File: src/rtl/host_msg_handler_pkg.sv
// Shared message codes, FSM state encoding and size helpers for the host
// message handler.
package host_msg_handler_pkg;

  localparam logic [7:0] START_DECODING_MSG      = 8'h01;
  localparam logic [7:0] MEASUREMENT_DATA_HEADER = 8'h02;

  localparam int RESULT_BYTES = 3;

  typedef enum logic [2:0] {
    IDLE,
    WAIT_HDR,
    LOAD,
    DECODE,
    RESULT
  } state_e;

  function automatic int bytes_for_bits(input int n_bits);
    return (n_bits + 7) / 8;
  endfunction

endpackage

File: src/rtl/result_serializer.sv
// Three-byte load-and-shift serializer: holds a result word and presents it
// MSB byte first on a valid/ready byte stream.
module result_serializer
  import host_msg_handler_pkg::*;
(
  input  logic        clk_i,
  input  logic        rst_ni,
  input  logic        load_i,
  input  logic [23:0] data_i,
  input  logic        ready_i,
  output logic        valid_o,
  output logic [7:0]  data_o,
  output logic        done_o
);

  logic [23:0] shreg_q;
  logic [1:0]  idx_q;
  logic        valid_q;
  logic        fire;
  logic        last_byte;

  assign fire      = valid_q & ready_i;
  assign last_byte = (idx_q == 2'(RESULT_BYTES - 1));
  assign done_o    = fire & last_byte;
  assign valid_o   = valid_q;
  // Bytes shift out with zero fill, so the output byte is 8'h00 whenever idle.
  assign data_o    = shreg_q[23:16];

  always_ff @(posedge clk_i or negedge rst_ni) begin
    if (!rst_ni) begin
      shreg_q <= '0;
      idx_q   <= '0;
      valid_q <= 1'b0;
    end else if (load_i) begin
      shreg_q <= data_i;
      idx_q   <= '0;
      valid_q <= 1'b1;
    end else if (fire) begin
      shreg_q <= {shreg_q[15:0], 8'h00};
      if (last_byte) begin
        idx_q   <= '0;
        valid_q <= 1'b0;
      end else begin
        idx_q <= idx_q + 2'd1;
      end
    end
  end

endmodule

File: src/rtl/host_msg_handler.sv
// Host-side message handler: collects a syndrome frame from the host byte
// stream, launches the decoder core, times it and returns the result bytes.
//
// state    | meaning
// IDLE     | waiting for START_DECODING_MSG
// WAIT_HDR | waiting for MEASUREMENT_DATA_HEADER
// LOAD     | storing MEAS_BYTES syndrome bytes
// DECODE   | decoder running, cycle counter active
// RESULT   | sending iteration count and cycle count
module host_msg_handler
  import host_msg_handler_pkg::*;
#(
  parameter int GRID_WIDTH_X = 4,
  parameter int GRID_WIDTH_Z = 2,
  parameter int GRID_WIDTH_U = 5,
  localparam int BYTES_PER_ROUND      = bytes_for_bits(GRID_WIDTH_X * GRID_WIDTH_Z),
  localparam int ALIGNED_PU_PER_ROUND = 8 * BYTES_PER_ROUND,
  localparam int MEAS_BYTES           = BYTES_PER_ROUND * GRID_WIDTH_U,
  localparam int MEAS_W               = ALIGNED_PU_PER_ROUND * GRID_WIDTH_U
)(
  input  logic              clk,
  input  logic              reset,
  input  logic [7:0]        input_data,
  input  logic              input_valid,
  output logic              input_ready,
  output logic [7:0]        output_data,
  output logic              output_valid,
  input  logic              output_ready,
  output logic [MEAS_W-1:0] measurements,
  output logic              start_decode,
  input  logic              decode_done,
  input  logic [7:0]        iteration_count
);

  localparam int CNT_W = (MEAS_BYTES > 1) ? $clog2(MEAS_BYTES) : 1;
  localparam logic [CNT_W-1:0] LAST_CNT = CNT_W'(MEAS_BYTES - 1);

  state_e             state_q;
  logic [CNT_W-1:0]   byte_cnt_q;
  logic [CNT_W+2:0]   wr_idx;
  logic [MEAS_W-1:0]  meas_q;
  logic [15:0]        cycle_q;
  logic               start_q;
  logic               in_fire;
  logic               done_seen;
  logic               ser_done;

  assign input_ready  = (state_q == IDLE) || (state_q == WAIT_HDR) || (state_q == LOAD);
  assign in_fire      = input_valid & input_ready;
  assign wr_idx       = {byte_cnt_q, 3'b000};
  // decode_done is not trusted in the launch cycle; the core may still show
  // a stale done from the previous frame.
  assign done_seen    = (state_q == DECODE) && !start_q && decode_done;
  assign measurements = meas_q;
  assign start_decode = start_q;

  always_ff @(posedge clk or negedge reset) begin
    if (!reset) begin
      state_q    <= IDLE;
      byte_cnt_q <= '0;
      meas_q     <= '0;
      cycle_q    <= '0;
      start_q    <= 1'b0;
    end else begin
      start_q <= 1'b0;
      case (state_q)
        IDLE: begin
          if (in_fire && (input_data == START_DECODING_MSG)) state_q <= WAIT_HDR;
        end
        WAIT_HDR: begin
          if (in_fire && (input_data == MEASUREMENT_DATA_HEADER)) begin
            byte_cnt_q <= '0;
            meas_q     <= '0;
            state_q    <= LOAD;
          end
        end
        LOAD: begin
          if (in_fire) begin
            meas_q[wr_idx +: 8] <= input_data;
            if (byte_cnt_q == LAST_CNT) begin
              state_q <= DECODE;
              start_q <= 1'b1;
              cycle_q <= '0;
            end else begin
              byte_cnt_q <= byte_cnt_q + CNT_W'(1);
            end
          end
        end
        DECODE: begin
          if (done_seen) begin
            state_q <= RESULT;
          end else if (!decode_done && (cycle_q != 16'hFFFF)) begin
            cycle_q <= cycle_q + 16'd1;
          end
        end
        RESULT: begin
          if (ser_done) state_q <= WAIT_HDR;
        end
        default: state_q <= IDLE;
      endcase
    end
  end

  result_serializer u_result_serializer (
    .clk_i   (clk),
    .rst_ni  (reset),
    .load_i  (done_seen),
    .data_i  ({iteration_count, cycle_q}),
    .ready_i (output_ready),
    .valid_o (output_valid),
    .data_o  (output_data),
    .done_o  (ser_done)
  );

endmodule

File: config.mk
export PLATFORM = sky130hd
export DESIGN_NAME = host_msg_handler
export DESIGN_NICKNAME = d
export VERILOG_FILES = /design/src/rtl/host_msg_handler_pkg.sv /design/src/rtl/result_serializer.sv /design/src/rtl/host_msg_handler.sv
export SDC_FILE = /design/constraint.sdc
export NUM_CORES = 1
export LEC_CHECK = 0
export ABC_AREA = 1
export CAP_MARGIN = 20
export CORE_MARGIN = 2
export CORE_UTILIZATION = 31
export DETAILED_ROUTE_END_ITERATION = 8
export PLACE_DENSITY_LB_ADDON = 0.12
export SYNTH_ARGS = -nofsm -noshare
export SYNTH_HDL_FRONTEND = slang
export SYNTH_HIERARCHICAL = 1
export SYNTH_SLANG_ARGS = --single-unit
File: constraint.sdc
create_clock -name clk -period 5.55 [get_ports clk]
set_input_delay 1.665 -clock clk [delete_from_list [all_inputs] [get_ports clk]]
set_output_delay 1.665 -clock clk [all_outputs]
set_load 0.005 [all_outputs]
==> results of run 1 <==
==> registers in the layout, indices dropped and copies added (netlist names) <==
| register | count |
|---|---|
| u_result_serializer/idx_q | 2 |
| measurements | 40 |
| start_decode | 1 |
| state_q | 3 |
| u_result_serializer/shreg_q | 24 |
| u_result_serializer/valid_o | 1 |
| cycle_q | 16 |
| byte_cnt_q | 3 |
==> synthesized netlist by cell type, types with 2 or more instances <==
library cell | count | area [µm²]
nand3_1 | 50 | 250
nand2_2 | 6 | 37.5
a21oi_1 | 9 | 45.0
buf_4 | 15 | 113
buf_2 | 4 | 20.0
nand3_2 | 10 | 100
inv_1 | 57 | 214
nor3_1 | 5 | 25.0
dfrtp_1 | 90 | 2250
o21bai_1 | 2 | 15.0
nand2_4 | 7 | 78.8
nand2_1 | 310 | 1160
ha_1 | 9 | 113
nand3b_1 | 4 | 30.0
inv_2 | 2 | 7.51
nand4_1 | 9 | 56.3
nor2_1 | 43 | 161
o21ai_0 | 7 | 35.0
nor2_2 | 3 | 18.8
clkbuf_1 | 2 | 7.51
xor2_1 | 2 | 17.5
o21ai_1 | 4 | 20.0
==> kinds of logic after synthesis <==
group	count (synthesis)	share of synthesized area, %
and+or+nand+nor	450	39.8
DFF	90	45.8
buffers and inverters	86	8.74
AOI/OAI and AO/OA	24	2.83
adders and majority gates	9	2.29
xor gates and xnor gates	3	0.535
==> routing by layer <==
layer	share of wire [%]	routed length [µm]
met5	0	0
met4	1.8	223
met3	3.6	446
met2	48	5950
met1	47	5780
==> power groups by stage <==
stage	sequential [mW]	clock, mW	combinational (mW)
2_1_floorplan	0.801	0	0.540
3_3_place_gp	0.819	0	0.741
3_5_place_dp	0.817	0	0.755
4_1_cts	0.806	0.762	0.758
5_1_grt	0.817	0.792	0.853
6_report	0.806	0.746	0.745
==> worst min path at each step <==
stage,to,cells past startpoint,startpoint
finish,measurements[6]$_DFFE_PN0P_,2,measurements[6]$_DFFE_PN0P_
global route,measurements[20]$_DFFE_PN0P_,2,measurements[20]$_DFFE_PN0P_
CTS,measurements[10]$_DFFE_PN0P_,2,measurements[10]$_DFFE_PN0P_
detailed placement,measurements[20]$_DFFE_PN0P_,2,measurements[20]$_DFFE_PN0P_
global placement,measurements[21]$_DFFE_PN0P_,2,measurements[21]$_DFFE_PN0P_
floorplan,measurements[0]$_DFFE_PN0P_,2,measurements[0]$_DFFE_PN0P_
==> tightest hold or removal path: stages, from the launching register on <==
cell and delay (ns):
dfrtp_1 0.34, nand2_1 0.05, nand2_1 0.05
==> stage by stage <==
step | cell area [µm²] | util [%] | setup WS [ns] | hold slack [ns] | std cells
detailed placement | 5710 | 36.3 | 1.72 | 0.460 | 925
finish | 6070 | 38.6 | 2.15 | 0.469 | 941
global route | 6070 | 38.6 | 1.92 | 0.496 | 941
floorplan | 4910 | - | 2.81 | 0.465 | 662
global placement | 5710 | 36.3 | 1.83 | 0.457 | 925
CTS | 6070 | 38.6 | 2.10 | 0.475 | 941
==> final cells by class <==
type	instances	area, µm²
clock inverters	6	121
inverters	61	239
fillers	1635	9640
clock buffers	10	239
multi-input cells	486	2230
well taps	216	270
flip-flops and latches	90	2250
repair buffers	72	716
==> results.ini, run 1 <==
[final_layout]
layout.nets=750
layout_commonest_cell=nand2_1
antenna_cells=0
area_growth_syn_to_layout_pct=23.5
final_cell_mix=nand2_1, dfrtp_1, clkdlybuf4s50_1
drive_above_1_share_pct=7.03

[critical_path]
cp_top_family=buffers and inverters
path_common_cell=nand2_1
endpoint=u_result_serializer/shreg_q[23]$_DFFE_PN0P_
crit_buf_inv=4
path_max_fanout=40
r2r_slack_ns=3.00
path_depth=9
slowest_stage=inv_1
cpPeakStageDelay_ns=0.65
crit_start=decode_done
worstPathRequired_ns=5.84
worstPathCellList=clkdlybuf4s50_1 > inv_1 > nor2_1 > nand2_1 > inv_1 > inv_8 > nand2_4 > nand2_1 > nand2_1
end_kind=flip-flop
reg2reg_depth=10
reg2reg_from=byte_cnt_q[0]$_DFFE_PN0P_
path_class=in -> reg
crit_arrival_ns=3.69
startpoint_type=input pin
r2r_end=cycle_q[14]$_DFFE_PN0P_

[routing]
viasPerCell=4.51
drt_iter0_drc=217
antenna_left=0
drt_pre_antenna_iters=6
wl_per_cell_um=13.2
wl_mm=12.4
drc=0
vias=4244

[timing]
rsz0062_at_grt=no
skew_ns=0.00798
timing.final.crit_share_pct=61.3
final-max-slew-violation-count=0
finalSetupTns_ns=0
worst_pin_slew_ns=0.847
max_clock_freq_mhz=294
fin_crit_ns=3.40
finalSetupViolCount=0
relSlewSlack_pct=43.4
hold_viol_final=0

[global_route]
grt-busiest-layer=met2
use_met2_pct=26.3
antenna_found_initial=0
overflow=0
met1_usage_pct=20.2
grt_pass1_wl_mm=21.1
grt_util_met3_pct=2.95
grt_max_degree=53
grt_pass1_vias=4261
track_usage_pct=15.7

[run_status]
outcome=completed

[floorplan]
chipWidth_um=130
io_pins=72
initial_core_util_pct=31.3
die_h_um=130
coreArea_um2=15700
rows=46
floorplan.die_area_um2=16900

[yosys]
avgSynthCellArea_um2=7.42
postSynthCellCount=662
syn-cell-area_um2=4910
async_flop_share_pct=100
synth_ff_type=dfrtp_1
yosys_warnings=6
ys_ff_latch=90
synth_edf_count=0
ys_seq_area_share_pct=45.8
ys_types=34
synth_fp_nets=692

[power_and_ir_drop]
p_seq_share_pct=35.1
fin_total_pwr_mw=2.30
clkPwrFrac_pct=32.5
p_sw_share_pct=37.5
p_per_area_nw_per_um2=378
p_comb_share_pct=32.4
p_leak_nw=3.16
ir_worst_vdd_mv=0.186
p_int_mw=1.44
p_sw_uw=861

[clock_network]
root_buffer=clkbuf_16
cts_tree=built
htree_levels=3
hold_buffers=0
postCtsSetupBuffers=0
clk_latency_ns=0.35
cts_sinks=90
cts_max_path_buffers=2
cts_buffers=9
cts_resized=0
path_clk_slew_ns=0.07

[flow_run]
drv_cap=0

[placed_design]
port-buffer-count=71
dp_hpwl_mm=8.84
place_congestion=0.802

[hold_path]
hp-class=reg -> reg

Power figures use the tool's default switching activity.
==> inputs of run 2 (changes only) <==
==> constraint.sdc (replaced) <==
create_clock -name clk -period 3.2 [get_ports clk]
set_input_delay 0.96 -clock clk [delete_from_list [all_inputs] [get_ports clk]]
set_output_delay 0.96 -clock clk [all_outputs]
set_load 0.005 [all_outputs]
==> results.ini, run 2 (synthesized netlist as in run 1, its figures left out) <==
[floorplan]
initial_core_util_pct=31.3  ; unchanged
die_h_um=130  ; unchanged
chipWidth_um=130  ; unchanged
io_pins=72  ; unchanged
rows=46  ; unchanged
floorplan.die_area_um2=16900  ; unchanged
coreArea_um2=15700  ; unchanged

[critical_path]
worstPathCellList=nand2_2 > nand2_2 > inv_1 > clkdlybuf4s50_1
path_max_fanout=6  ; -85%
cpPeakStageDelay_ns=0.49  ; -0.16 ns
path_common_cell=nand2_2
startpoint_type=flip-flop
end_kind=output pin
r2r_slack_ns=0.72  ; -2.28 ns
crit_buf_inv=2  ; -2
cp_top_family=buffers and inverters
path_class=reg -> out
worstPathRequired_ns=2.24  ; -3.60 ns
slowest_stage=clkdlybuf4s50_1
crit_arrival_ns=1.60  ; -2.09 ns

[hold_path]
hp-class=reg -> reg

[final_layout]
layout.nets=752  ; +0.27%
final_cell_mix=nand2_1, dfrtp_1, clkdlybuf4s50_1
largest_reg_flops=40  ; unchanged
area_growth_syn_to_layout_pct=23.2
drive_above_1_share_pct=7.16  ; +0.13 points
antenna_cells=0  ; unchanged
layout_commonest_cell=nand2_1

[clock_network]
clk_latency_ns=0.35  ; about the same
cts_resized=0  ; unchanged
cts_tree=built
root_buffer=clkbuf_16
htree_levels=3  ; unchanged
cts_sinks=90  ; unchanged
hold_buffers=0  ; unchanged
cts_max_path_buffers=2  ; unchanged
cts_buffers=9  ; unchanged
path_clk_slew_ns=0.06  ; about the same
postCtsSetupBuffers=0  ; unchanged

[routing]
antenna_left=0  ; unchanged
vias=4266  ; +0.52%
drc=0  ; unchanged
wl_mm=12.1  ; -2.4%
viasPerCell=4.53  ; +0.41%
drt_iter0_drc=185  ; -15%
wl_per_cell_um=12.8  ; -2.5%
drt_pre_antenna_iters=4  ; -2

[global_route]
grt_pass1_vias=4300  ; +0.92%
overflow=0  ; unchanged
track_usage_pct=15.5  ; -0.20 points
grt_max_degree=59  ; +11%
grt_pass1_wl_mm=20.9  ; -0.85%
antenna_found_initial=0  ; unchanged

[power_and_ir_drop]
p_sw_share_pct=37.8  ; +0.28 points
p_leak_nw=3.15  ; -0.23%
ir_worst_vdd_mv=0.292  ; +57%
p_sw_mw=1.44  ; +67%
p_int_mw=2.37  ; +65%
fin_total_pwr_mw=3.81  ; +66%
p_seq_share_pct=36.6  ; +1.5 points
p_per_area_nw_per_um2=629  ; +66%
clkPwrFrac_pct=29.3  ; -3.2 points
p_comb_share_pct=34.0  ; +1.6 points

[timing]
hold_viol_final=0  ; unchanged
final-max-slew-violation-count=0  ; unchanged
max_clock_freq_mhz=390
finalSetupTns_ns=0  ; unchanged
skew_ns=0.00401  ; -0.00397 ns
rsz0062_at_grt=no
fin_crit_ns=2.56
worst_pin_slew_ns=0.620  ; -0.227 ns
timing.final.crit_share_pct=80.1
relSlewSlack_pct=58.3  ; +15 points
finalSetupViolCount=0  ; unchanged

[placed_design]
dp_hpwl_mm=8.80  ; -0.41%
place_congestion=0.809  ; +0.92%
port-buffer-count=71  ; unchanged

[run_status]
outcome=completed

[flow_run]
drv_cap=0  ; unchanged

[run 2: cell count changes in the layout (fill, tap and decap cells not counted)]
cell | before | now
bufinv_16 | 3 | 1
clkbuf_8 | 1 | 3
inv_8 | 3 | 1
buf_12 | 0 | 1
buf_4 | 2 | 3
clkinv_4 | 1 | 2
[run 2: through the flow]
step	hold WS [ns]	instance area (µm²)	setup slack (ns)	std cells	utilization [%]
after floorplan	0.465	4910	1.16	662	-
after global placement	0.458	5740	0.437	927	36.5
after detailed placement	0.463	5740	0.423	927	36.5
after CTS	0.479	6050	0.611	942	38.5
after global routing	0.499	6050	0.349	942	38.5
final	0.474	6050	0.636	942	38.5
[run 2: tightest hold or removal path, cell delays in order (launching register included)]
cell,delay [ns]
dfrtp_1,0.34
nand2_1,0.05
nand2_1,0.05
[run 2: cell type report]
type | count | area [µm²]
fillers | 1653 | 9660
well taps | 216 | 270
repair buffers | 74 | 743
flip-flops and latches | 90 | 2250
multi-input cells | 486 | 2230
clock buffers | 12 | 267
inverters | 61 | 239
clock inverters | 3 | 47.5
[run 2: final timing paths]
check / startpoint / to / cells after the start
worst max-delay path: state_q[1]$_DFFE_PN0P_ / input_ready / 4
worst min-delay path: measurements[34]$_DFFE_PN0P_ / measurements[34]$_DFFE_PN0P_ / 2
worst max register to register: byte_cnt_q[0]$_DFFE_PN0P_ / cycle_q[13]$_DFFE_PN0P_ / 10
worst min register to register: measurements[34]$_DFFE_PN0P_ / measurements[34]$_DFFE_PN0P_ / 2
max in group asynchronous: reset / measurements[17]$_DFFE_PN0P_ / 2
min in group asynchronous: reset / cycle_q[15]$_DFFE_PN0P_ / 1
[run 2: per-layer routing]
metal | vias up | global-route usage [%] | wire, µm
li1 | 2165 | - | -
met1 | 2017 | 19.3 | 5520
met2 | 67 | 26.2 | 5900
met3 | 17 | 4.06 | 453
met4 | 0 | 5.38 | 225
met5 | - | 0 | 0
[run 2: power groups by stage]
| stage | Clock [mW] | Combinational (mW) | Sequential [mW] |
|---|---|---|---|
| after floorplan | 0 | 0.936 | 1.39 |
| after global placement | 0 | 1.29 | 1.42 |
| after detailed placement | 0 | 1.31 | 1.41 |
| after CTS | 1.16 | 1.32 | 1.39 |
| after global routing | 1.20 | 1.48 | 1.41 |
| final | 1.12 | 1.30 | 1.39 |
==> inputs of run 3 (changes only) <==
==> constraint.sdc (replaced) <==
create_clock -name clk -period 2.5 [get_ports clk]
set_input_delay 0.75 -clock clk [delete_from_list [all_inputs] [get_ports clk]]
set_output_delay 0.75 -clock clk [all_outputs]
set_load 0.005 [all_outputs]
==> results.ini, run 3 (synthesized netlist as in run 1, its figures left out) <==
[floorplan]
die_h_um=130  ; unchanged
floorplan.die_area_um2=16900  ; unchanged
io_pins=72  ; unchanged
initial_core_util_pct=31.3  ; unchanged
coreArea_um2=15700  ; unchanged
rows=46  ; unchanged
chipWidth_um=130  ; unchanged

[power_and_ir_drop]
p_per_area_nw_per_um2=795  ; +26%
ir_worst_vdd_mv=0.391  ; +34%
fin_total_pwr_mw=4.85  ; +27%
p_leak_nw=3.19  ; +1.2%

[timing]
hold_viol_final=0  ; unchanged
skew_ns=0.00728  ; +0.00327 ns
final-max-slew-violation-count=0  ; unchanged
worst_pin_slew_ns=0.374  ; -0.246 ns
hold-worst-slack_ns=0.318  ; -0.157 ns
relSlewSlack_pct=75.1  ; +17 points
finalSetupTns_ns=0  ; unchanged
rsz0062_at_grt=no
timing.final.ws_setup_ns=0.105  ; -0.531 ns
fin_crit_ns=2.39
finalSetupViolCount=0  ; unchanged
timing.final.crit_share_pct=95.8
max_clock_freq_mhz=418

[final_layout]
regArea_um2=2250  ; unchanged
drive_above_1_share_pct=8.42  ; +1.3 points
layout.nets=762  ; +1.3%
area_growth_syn_to_layout_pct=24.1
instances_no_fill=952  ; +1.1%
final_cell_mix=nand2_1, dfrtp_1, clkdlybuf4s50_1
antenna_cells=0  ; unchanged
fill_cells=1637  ; -0.97%
layout_commonest_cell=nand2_1
multi_input_comb_area_um2=2230  ; unchanged
largest_reg_flops=40  ; unchanged

[routing]
wl_per_cell_um=12.9  ; +0.43%
antenna_left=0  ; unchanged
drt_pre_antenna_iters=6  ; +2
vias=4274  ; +0.19%
drc=0  ; unchanged
wl_mm=12.3  ; +1.5%
viasPerCell=4.49  ; -0.86%
drt_iter0_drc=207  ; +12%

[clock_network]
postCtsSetupBuffers=0  ; unchanged
cts_buffers=9  ; unchanged
cts_resized=0  ; unchanged
cts_sinks=90  ; unchanged
root_buffer=clkbuf_16
cts_max_path_buffers=2  ; unchanged
hold_buffers=0  ; unchanged
path_clk_slew_ns=0.07  ; about the same
htree_levels=3  ; unchanged
clk_latency_ns=0.35  ; about the same
cts_tree=built

[global_route]
grt_pass1_wl_mm=20.6  ; -1.4%
track_usage_pct=15.6  ; +0.069 points
grt_pass1_vias=4239  ; -1.4%
antenna_found_initial=0  ; unchanged
overflow=0  ; unchanged
grt_max_degree=41  ; -31%

[placed_design]
preCtsSetupSlack_ns=0.117  ; -0.306 ns
place_congestion=0.832  ; +2.8%
dp_hpwl_mm=8.90  ; +1.1%
dp_cells=937  ; +1.1%
port-buffer-count=71  ; unchanged

[flow_run]
drv_cap=0  ; unchanged

[critical_path]
r2r_end=measurements[11]$_DFFE_PN0P_
r2r_slack_ns=0.53  ; -0.19 ns
end_kind=output pin
path_max_fanout=6  ; unchanged
reg2reg_from=byte_cnt_q[1]$_DFFE_PN0P_
startpoint_type=flip-flop
crit_arrival_ns=1.64  ; +0.04 ns
worstPathRequired_ns=1.75  ; -0.49 ns
reg2reg_depth=9  ; -1
path_class=reg -> out

[hold_path]
hp-class=in -> async

[run_status]
outcome=completed

-- run 3: worst max-delay path: stages, from the launching register on --
cell,delay [ns]
dfrtp_1,0.47
nand2_2,0.15
nand2_2,0.09
inv_1,0.08
clkdlybuf4s50_1,0.50
-- run 3: how the worst max path moves through the flow --
stage	from	endpoint	cells past startpoint
floorplan	input_data[5]	measurements[27]$_DFFE_PN0P_	8
global placement	input_valid	measurements[30]$_DFFE_PN0P_	9
detailed placement	input_data[4]	measurements[26]$_DFFE_PN0P_	10
CTS	state_q[1]$_DFFE_PN0P_	input_ready	4
global route	state_q[1]$_DFFE_PN0P_	input_ready	4
finish	state_q[1]$_DFFE_PN0P_	input_ready	4
-- run 3: metal layers --
layer  vias to the layer above  track usage, %  wire length, µm
met2                        85            26.3             5890
met4                         0            6.89              281
met5                         -               0                0
li1                       2182               -                -
met3                        20            3.08              478
met1                      1987            19.4             5630
-- run 3: through the flow --
stage / cell area [µm²] / util (%)
after floorplan: 4910 / -
after global placement: 5820 / 37.1
after detailed placement: 5820 / 37.1
after CTS: 6100 / 38.8
after global routing: 6100 / 38.8
final: 6100 / 38.8
-- run 3: final cells by class --
class | count | share of cell area, %
Clock inverter | 5 | 0.595
Inverter | 61 | 3.92
Tap cell | 216 | 4.43
Sequential cell | 90 | 36.9
Timing Repair Buffer | 84 | 13.6
Clock buffer | 10 | 3.92
Multi-Input combinational cell | 486 | 36.6
-- run 3: power by group --
part | total (mW) | internal, mW | switching (mW)
sequential | 1.77 | 1.62 | 0.145
clock | 1.31 | 0.703 | 0.602
combinational | 1.78 | 0.623 | 1.15
total | 4.85 | 2.95 | 1.90
